File: config.mk
export PLATFORM = sky130hd
export DESIGN_NAME = prio_scan_encoder
export DESIGN_NICKNAME = d
export VERILOG_FILES = /design/src/rtl/prio_scan_pkg.sv /design/src/rtl/prio_find.sv /design/src/rtl/prio_scan_encoder.sv
export SDC_FILE = /design/constraint.sdc
export NUM_CORES = 1
export LEC_CHECK = 0
export ABC_CLOCK_PERIOD_IN_PS = 2750
export BUFFER_PORTS_ARGS = -buffer_cell sky130_fd_sc_hd__buf_2
export CORE_AREA = 3 3 58 60
export CTS_CLUSTER_DIAMETER = 200
export CTS_CLUSTER_SIZE = 12
export DETAILED_ROUTE_END_ITERATION = 10
export DIE_AREA = 0 0 61 63
export PLACE_DENSITY = 0.73
export SLEW_MARGIN = 10
export SYNTH_ARGS = -nofsm -noshare
export SYNTH_HDL_FRONTEND = slang
export SYNTH_SLANG_ARGS = --single-unit
File: constraint.sdc
create_clock -name clk -period 2.75 [get_ports clk]
set_input_delay 0.275 -clock clk [delete_from_list [all_inputs] [get_ports clk]]
set_output_delay 0.275 -clock clk [all_outputs]
set_load 0.05 [all_outputs]
File: src/rtl/prio_scan_pkg.sv
// Shared types and constants for the sequential priority scan encoder.
package prio_scan_pkg;

    typedef enum logic [1:0] {
        IDLE = 2'd0,
        SCAN = 2'd1,
        NONE = 2'd2
    } state_t;

    localparam logic ORDER_MSB = 1'b0;
    localparam logic ORDER_LSB = 1'b1;

endpackage

File: src/rtl/prio_find.sv
// Combinational search for the highest or lowest set bit of a vector,
// plus flags for "any bit set" and "exactly one bit set".
module prio_find
    import prio_scan_pkg::*;
#(
    parameter int WIDTH = 16,
    parameter int IDX_W = $clog2(WIDTH)
) (
    input  logic [WIDTH-1:0] vec,
    input  logic             lsb_first,
    output logic [IDX_W-1:0] idx,
    output logic             found,
    output logic             single
);

    always_comb begin
        idx    = '0;
        found  = |vec;
        single = found && ((vec & (vec - WIDTH'(1))) == '0);
        // The last match written wins, so the loop direction picks the end.
        if (lsb_first == ORDER_LSB) begin
            for (int i = WIDTH - 1; i >= 0; i--) begin
                if (vec[i]) idx = IDX_W'(i);
            end
        end else begin
            for (int i = 0; i < WIDTH; i++) begin
                if (vec[i]) idx = IDX_W'(i);
            end
        end
    end

endmodule

File: src/rtl/prio_scan_encoder.sv
// Sequential priority encoder: emits one index beat per set bit of an accepted
// vector. Define PRIO_SCAN_POPCNT_EN to add the out_remain bit counter.
//
// state | meaning
// IDLE  | waiting for a request vector, in_ready=1
// SCAN  | emitting one beat per remaining set bit of the work register
// NONE  | single "no index" beat for an all-zero vector
module prio_scan_encoder
    import prio_scan_pkg::*;
#(
    parameter int WIDTH = 16,
    parameter int IDX_W = $clog2(WIDTH)
) (
    input  logic             clk,
    input  logic             rst_n,
    input  logic             in_valid,
    output logic             in_ready,
    input  logic [WIDTH-1:0] in_vec,
    input  logic             in_lsb_first,
    output logic             out_valid,
    input  logic             out_ready,
    output logic [IDX_W-1:0] out_idx,
    output logic             out_last,
    output logic             out_none,
    output logic             busy
`ifdef PRIO_SCAN_POPCNT_EN
    ,
    output logic [IDX_W:0]   out_remain
`endif
);

    state_t           state;
    state_t           state_nxt;
    logic [WIDTH-1:0] work;
    logic             order;
    logic [IDX_W-1:0] find_idx;
    logic             find_found;
    logic             find_single;
    logic             accept;
    logic             beat_take;

    prio_find #(
        .WIDTH (WIDTH),
        .IDX_W (IDX_W)
    ) u_find (
        .vec       (work),
        .lsb_first (order),
        .idx       (find_idx),
        .found     (find_found),
        .single    (find_single)
    );

    assign accept    = in_valid && (state == IDLE);
    assign beat_take = (state == SCAN) && out_ready;

    always_ff @(posedge clk or negedge rst_n) begin
        if (!rst_n) state <= IDLE;
        else        state <= state_nxt;
    end

    always_ff @(posedge clk or negedge rst_n) begin
        if (!rst_n) begin
            work  <= '0;
            order <= ORDER_MSB;
        end else if (accept) begin
            work  <= in_vec;
            order <= in_lsb_first;
        end else if (beat_take) begin
            work  <= work & ~(WIDTH'(1) << find_idx);
        end
    end

    always_comb begin
        state_nxt = state;
        case (state)
            IDLE:    if (in_valid) state_nxt = (in_vec != '0) ? SCAN : NONE;
            SCAN:    if (out_ready && find_single) state_nxt = IDLE;
            NONE:    if (out_ready) state_nxt = IDLE;
            default: state_nxt = IDLE;
        endcase
    end

    always_comb begin
        in_ready  = 1'b0;
        out_valid = 1'b0;
        out_idx   = '0;
        out_last  = 1'b0;
        out_none  = 1'b0;
        busy      = 1'b1;
        case (state)
            IDLE: begin
                in_ready = 1'b1;
                busy     = 1'b0;
            end
            SCAN: begin
                out_valid = 1'b1;
                out_idx   = find_found ? find_idx : '0;
                out_last  = find_single;
            end
            NONE: begin
                out_valid = 1'b1;
                out_last  = 1'b1;
                out_none  = 1'b1;
            end
            default: busy = 1'b0;
        endcase
    end

`ifdef PRIO_SCAN_POPCNT_EN
    logic [IDX_W:0] remain;

    function automatic logic [IDX_W:0] popcount(input logic [WIDTH-1:0] v);
        logic [IDX_W:0] cnt;
        cnt = '0;
        for (int i = 0; i < WIDTH; i++) cnt = cnt + (IDX_W + 1)'(v[i]);
        return cnt;
    endfunction

    // Reaches zero on the final SCAN beat, so IDLE and NONE read 0.
    always_ff @(posedge clk or negedge rst_n) begin
        if (!rst_n)         remain <= '0;
        else if (accept)    remain <= popcount(in_vec);
        else if (beat_take) remain <= remain - 1'b1;
    end

    assign out_remain = remain;
`endif

endmodule

==> impl_metrics.tcl, run 1 <==
set metrics [dict create \
    numCtsBuffers 3 \
    period_needed_ns 2.671 \
    grt_usage 0.2459 \
    hold_ws_ns 0.2161 \
    crit_required_ns 2.48 \
    place.gp.congestion 0.8428 \
    port_buffers 29 \
    core-area_um2 2978 \
    grt_antenna_before_repair 0 \
    dr_total_vias 1582 \
    max_freq_mhz 374.4 \
    synth_nets 205 \
    synth_seq_cells 19 \
    end_kind "primary output" \
    crit_fanout 8 \
    cpPeakStageDelay_ns 0.59 \
    path_delay_family "simple AND/OR/NAND/NOR gates" \
    syn-cell-area_um2 1550 \
    slew_viol_final 0 \
    setup_viol 0 \
    htreeDepth 1 \
    clock-sinks 19 \
    routed_via_density 6.619 \
    initial_core_util 0.5206 \
    final_antenna_net_count 0 \
    synth.area.top_cells "dfrtp_1 31%, mux2i_1 9.0%, a31oi_1 5.6%" \
    cp_slowest_cell "or4_1" \
    ys_seq_area_frac 0.3067 \
    final_cell_mix "27 x buf_2, 19 x nor2_1, 14 x a31oi_1, 14 x mux2i_1, 13 x dfrtp_1" \
    routed_wl_um 4392 \
    async_flop_share 1.000 \
    max_slew_margin 0.6282 \
    rsz0062_at_grt "yes" \
    worst-path-buf-inv 1 \
    ys_warn_count 0 \
    pin_count 30 \
    grt_pass1_vias 1579 \
    p_per_area_nw_per_um2 1248 \
    drt-pass1-iter-count 5 \
    synth.top_cell.area_share 0.3067 \
    power.leakage_uw 0.0007914 \
    dp_hpwl_um 3320 \
    grt_max_degree 22 \
    crit_path_cell_trace "or4_1 > a211oi_2 > nor4_2 > or3_1 > nor2_2 > buf_4" \
    area.growth.synth_to_final_pct 14.45 \
    die_h_um 63 \
    clk_pin_slew_ns 0.11 \
    grt_overflow_total 0 \
    nFillCells 249 \
    dieArea_um2 3843 \
    status "complete, no violations" \
    synth_edf_count 0 \
    routedWlPerCell_um 18.38 \
    diodes 0 \
    fin_crit_sh 0.9713 \
    maxCapViolCount 0 \
    syn_area_per_cell_um2 8.565 \
    clock_path_buffers 2 \
    dr.first_iter.drc_count 71 \
    utilization 0.5958 \
    grt_pass1_wl_um 7458 \
    ys.flop_type "dfrtp_1" \
    cp-start-kind "flop" \
    rows 20 \
    cp.arrival_ns 2.40 \
    nNetsFinal 231 \
    finalClockSkew_ns 0.006145 \
    path_class "flop to primary output" \
    cts_tree "built" \
    drc 0 \
    worstMarginPinSlew_ns 0.5536 \
    ys_types 46 \
    hp-class "primary input to flop" \
    drive_above_1_share 0.2816 \
    synth_cells 181 \
    setup-tns-final_ns 0 \
    layout_commonest_cell "buf_2" \
    die_width_um 61 \
    clk_latency_ns 0.29 \
    hold_viol 0 \
    irDropWorstVdd_mv 0.6108 \
    yosys.area.top_type "dfrtp_1" \
    cts-root-buf "clkbuf_4" \
]
per-stage QoR:
stage	setup slack (ns)	total power, uW	instance area, um^2	cells
floorplan	0.07416	1690	1553	181
detailed placement	0.3362	1989	1698	233
global placement	0.3494	1940	1698	233
finish	0.07890	2215	1774	239
global route	-0.004264	2366	1774	239
CTS	0.01240	2137	1737	238
where the power goes:
group	leakage [uW]	total [uW]	internal (uW)	switching [uW]
clock network	0.0000150	140	56.3	83.8
logic	0.000558	1330	490	838
registers	0.000218	746	420	326
cell type report:
type                            instances  area (um^2)  area share
Inverter                               11        41.29     0.02327
Multi-Input combinational cell        135        965.9      0.5444
Timing Repair Buffer                   37        216.5      0.1220
Tap cell                               33        41.29     0.02327
Clock buffer                            4        26.28     0.01481
Sequential cell                        19        483.0      0.2722
sequential cells by signal, indices dropped and copies added (netlist names):
register	cells
work	16
state	2
order	1
cells by family after synthesis:
| group | share of synthesized area |
|---|---|
| flip-flops | 0.3067 |
| adder cells (fa/ha/maj) | 0.03148 |
| buffers and inverters | 0.08232 |
| AND/OR/NAND/NOR | 0.2123 |
| AO/OA/AOI/OAI | 0.2696 |
| multiplexers | 0.09766 |
per-layer routing:
metal | wire (um) | part of all wire | GRT usage | up-vias
li1 | - | - | - | 742
met5 | 0 | 0 | 0 | -
met3 | 308 | 0.070 | 0.01860 | 6
met1 | 1829 | 0.42 | 0.3459 | 747
met2 | 2211 | 0.50 | 0.4051 | 87
met4 | 41 | 0.0093 | 0.05420 | 0
worst paths after layout:
check | from | end | slack, ns | cells past startpoint
worst min register to register | state[1]$_DFFE_PN0P_ | state[1]$_DFFE_PN0P_ | 0.53 | 1
worst min-delay path | in_lsb_first | order$_DFFE_PN0P_ | 0.22 | 2
min in group asynchronous | rst_n | state[0]$_DFFE_PN0P_ | 0.46 | 2
max in group asynchronous | rst_n | work[1]$_DFFE_PN0P_ | 1.97 | 2
worst max-delay path | work[4]$_DFFE_PN0P_ | out_idx[0] | 0.08 | 6
worst max register to register | work[1]$_DFFE_PN0P_ | state[0]$_DFFE_PN0P_ | 0.41 | 6
cell usage after synthesis (3+ instances only):
| library cell | number |
|---|---|
| a31oi_1 | 14 |
| nor4_1 | 6 |
| nor3_1 | 7 |
| mux2i_1 | 14 |
| inv_1 | 11 |
| dfrtp_1 | 19 |
| a21oi_1 | 12 |
| a221oi_1 | 3 |
| nor2_1 | 20 |
| a211oi_1 | 4 |
| o21ai_0 | 4 |
| a41oi_1 | 3 |
| nand2_1 | 3 |
| buf_2 | 3 |
| o22ai_1 | 3 |
| ha_1 | 3 |
| o31ai_1 | 4 |
| clkbuf_1 | 9 |
| or4_1 | 3 |
what timing repair did:
item | 4_1_cts | 5_1_grt
hold endpoints to repair | 19 | 0
hold buffers | 1 | 0
buffers inserted | 0 | 1
pin swaps | 0 | 0
gates resized for setup | 1 | 12
setup endpoints to repair | 1 | 3
No activity file was read; power rests on OpenSTA's default activity.
==> run 2: changes to the inputs <==
RECOVER_POWER = 50   (was unset)
==> run 2 against run 1 <==
Compared with the run above:
- critical endpoint unchanged
- hold slack lost 0.0022 ns
- clock skew grew 0.0012 ns
- maximum frequency is essentially flat
- sequential share of layout area grew 0.14 points
- count of clock-buffer cells in the layout is the same
- register-to-register slack lost 0.03 ns
- worst setup slack lost 0.0017 ns
- first-iteration DRC count grew 46%
- largest cell class unchanged
- cell count is the same
- sequential power is essentially flat
==> impl_metrics.tcl, run 2 (synthesis results as in run 1) <==
set metrics [dict create \
    crit_fanout 8 \
    seqPwrFrac 0.338 \
    clock-sinks 19 \
    power.leakage_uw 0.0007754 \
    finalClockSkew_ns 0.007306 \
    die_width_um 61 \
    max_slew_margin 0.1626 \
    end_kind "primary output" \
    path_class "flop to primary output" \
    initial_core_util 0.5206 \
    layout_commonest_cell "buf_2" \
    slew_viol_final 0 \
    p_sw_uw 1252 \
    swShare 0.5653 \
    clock_power_share 0.064 \
    cp.arrival_ns 2.40 \
    dr.first_iter.drc_count 104 \
    grt_antenna_before_repair 0 \
    port_buffers 29 \
    dr_total_vias 1569 \
    cts_tree "built" \
    cts-root-buf "clkbuf_4" \
    clk_latency_ns 0.29 \
    status "complete, no violations" \
    dieArea_um2 3843 \
    grt_pass1_wl_um 7458 \
    drive_above_1_share 0.2573 \
    rsz0062_at_grt "yes" \
    top_regs "work x16, state x2, order x1" \
    utilization 0.5929 \
    clk_pin_slew_ns 0.11 \
    period_needed_ns 2.673 \
    numCtsBuffers 3 \
    dp_hpwl_um 3320 \
    core-area_um2 2978 \
    hold_viol 0 \
    grt_usage 0.2459 \
    pin_count 30 \
    r2r_setup_slack_ns 0.38 \
    worstReg2RegStart "work[12]$_DFFE_PN0P_" \
    irDropWorstVdd_mv 0.6108 \
    routedWlPerCell_um 18.44 \
    routed_via_density 6.565 \
    setup_viol 0 \
    htreeDepth 1 \
    grt_max_degree 22 \
    hold_ws_ns 0.2139 \
    grt_pass1_vias 1579 \
    max_freq_mhz 374.1 \
    placed_cells 233 \
    grt_overflow_total 0 \
    place.gp.congestion 0.8428 \
    hold_start "in_lsb_first" \
    crit_required_ns 2.48 \
    maxCapViolCount 0 \
    hp-class "primary input to flop" \
    drt-pass1-iter-count 4 \
    final_cell_mix "23 x buf_2, 19 x nor2_1, 14 x a31oi_1, 14 x mux2i_1, 13 x dfrtp_1" \
    cp-start-kind "flop" \
    rows 20 \
    routed_wl_um 4407 \
    clock_path_buffers 2 \
    final_antenna_net_count 0 \
    top_register "work" \
    combPwrFrac 0.598 \
    layoutNonFillerInstCount 239 \
    diodes 0 \
    fin_crit_sh 0.9719 \
    area.growth.synth_to_final_pct 13.88 \
    p_per_area_nw_per_um2 1254 \
    cp-startpoint "work[4]$_DFFE_PN0P_" \
    largest_reg_flops 16 \
    drc 0 \
    worstMarginPinSlew_ns 1.256 \
    nNetsFinal 231 \
    power.internal_uw 962.6 \
    die_h_um 63 \
]
run 2: cell types whose count changed in the layout (fill, tap and decap cells not counted), sizes merged:
cell    change
buf         -5
clkbuf      +5
run 2: timing repair:
action	CTS	global route
setup endpoints to repair	1	3
gates resized for setup	1	12
setup buffers	0	1
hold buffers	1	0
pin swaps	0	0
endpoints found under the hold margin	19	0
run 2: power by group through the flow:
stage	sequential (uW)	combinational [uW]	clock (uW)
finish	749	1320	142
global route	771	1440	155
CTS	714	1280	141
detailed placement	722	1270	0
global placement	705	1230	0
floorplan	489	1200	0
run 2: stage by stage:
stage                     instance area (um^2)  power (uW)  worst slack (ns)    TNS, ns
final                                     1765        2214           0.07721          0
after global routing                      1765        2363         -0.004264  -0.004264
after CTS                                 1737        2137           0.01240          0
after detailed placement                  1698        1989            0.3362          0
after global placement                    1698        1940            0.3494          0
after floorplan                           1553        1690           0.07416          0
run 2: area by class of cell:
type	count	area (um^2)
clock buffer	4	26.28
fill	254	1212
inverter	11	41.29
multi-input combinational	135	965.9
sequential	19	483.0
tap	33	41.29
timing repair buffer	37	207.7
run 2: layer usage:
layer / part of all wire / GRT usage / routed length [um] / up-vias
met5: 0 / 0 / 0 / -
met1: 0.42 / 0.3459 / 1847 / 732
li1: - / - / - / 745
met3: 0.066 / 0.01860 / 293 / 8
met2: 0.50 / 0.4051 / 2217 / 84
met4: 0.011 / 0.05420 / 49 / 0
run 2: worst paths after layout:
check,endpoint,depth (start not counted)
worst max-delay path,out_idx[0],6
worst min register to register,state[1]$_DFFE_PN0P_,1
max in group asynchronous,work[3]$_DFFE_PN0P_,2
worst min-delay path,order$_DFFE_PN0P_,2
worst max register to register,state[0]$_DFFE_PN0P_,6
min in group asynchronous,work[0]$_DFFE_PN0P_,2
run 2: critical path, stage by stage, from the launching register on:
cell and delay (ns):
dfrtp_2 0.49, or4_1 0.59, a211oi_2 0.25, nor4_2 0.10, or3_1 0.37, nor2_2 0.10, buf_4 0.20
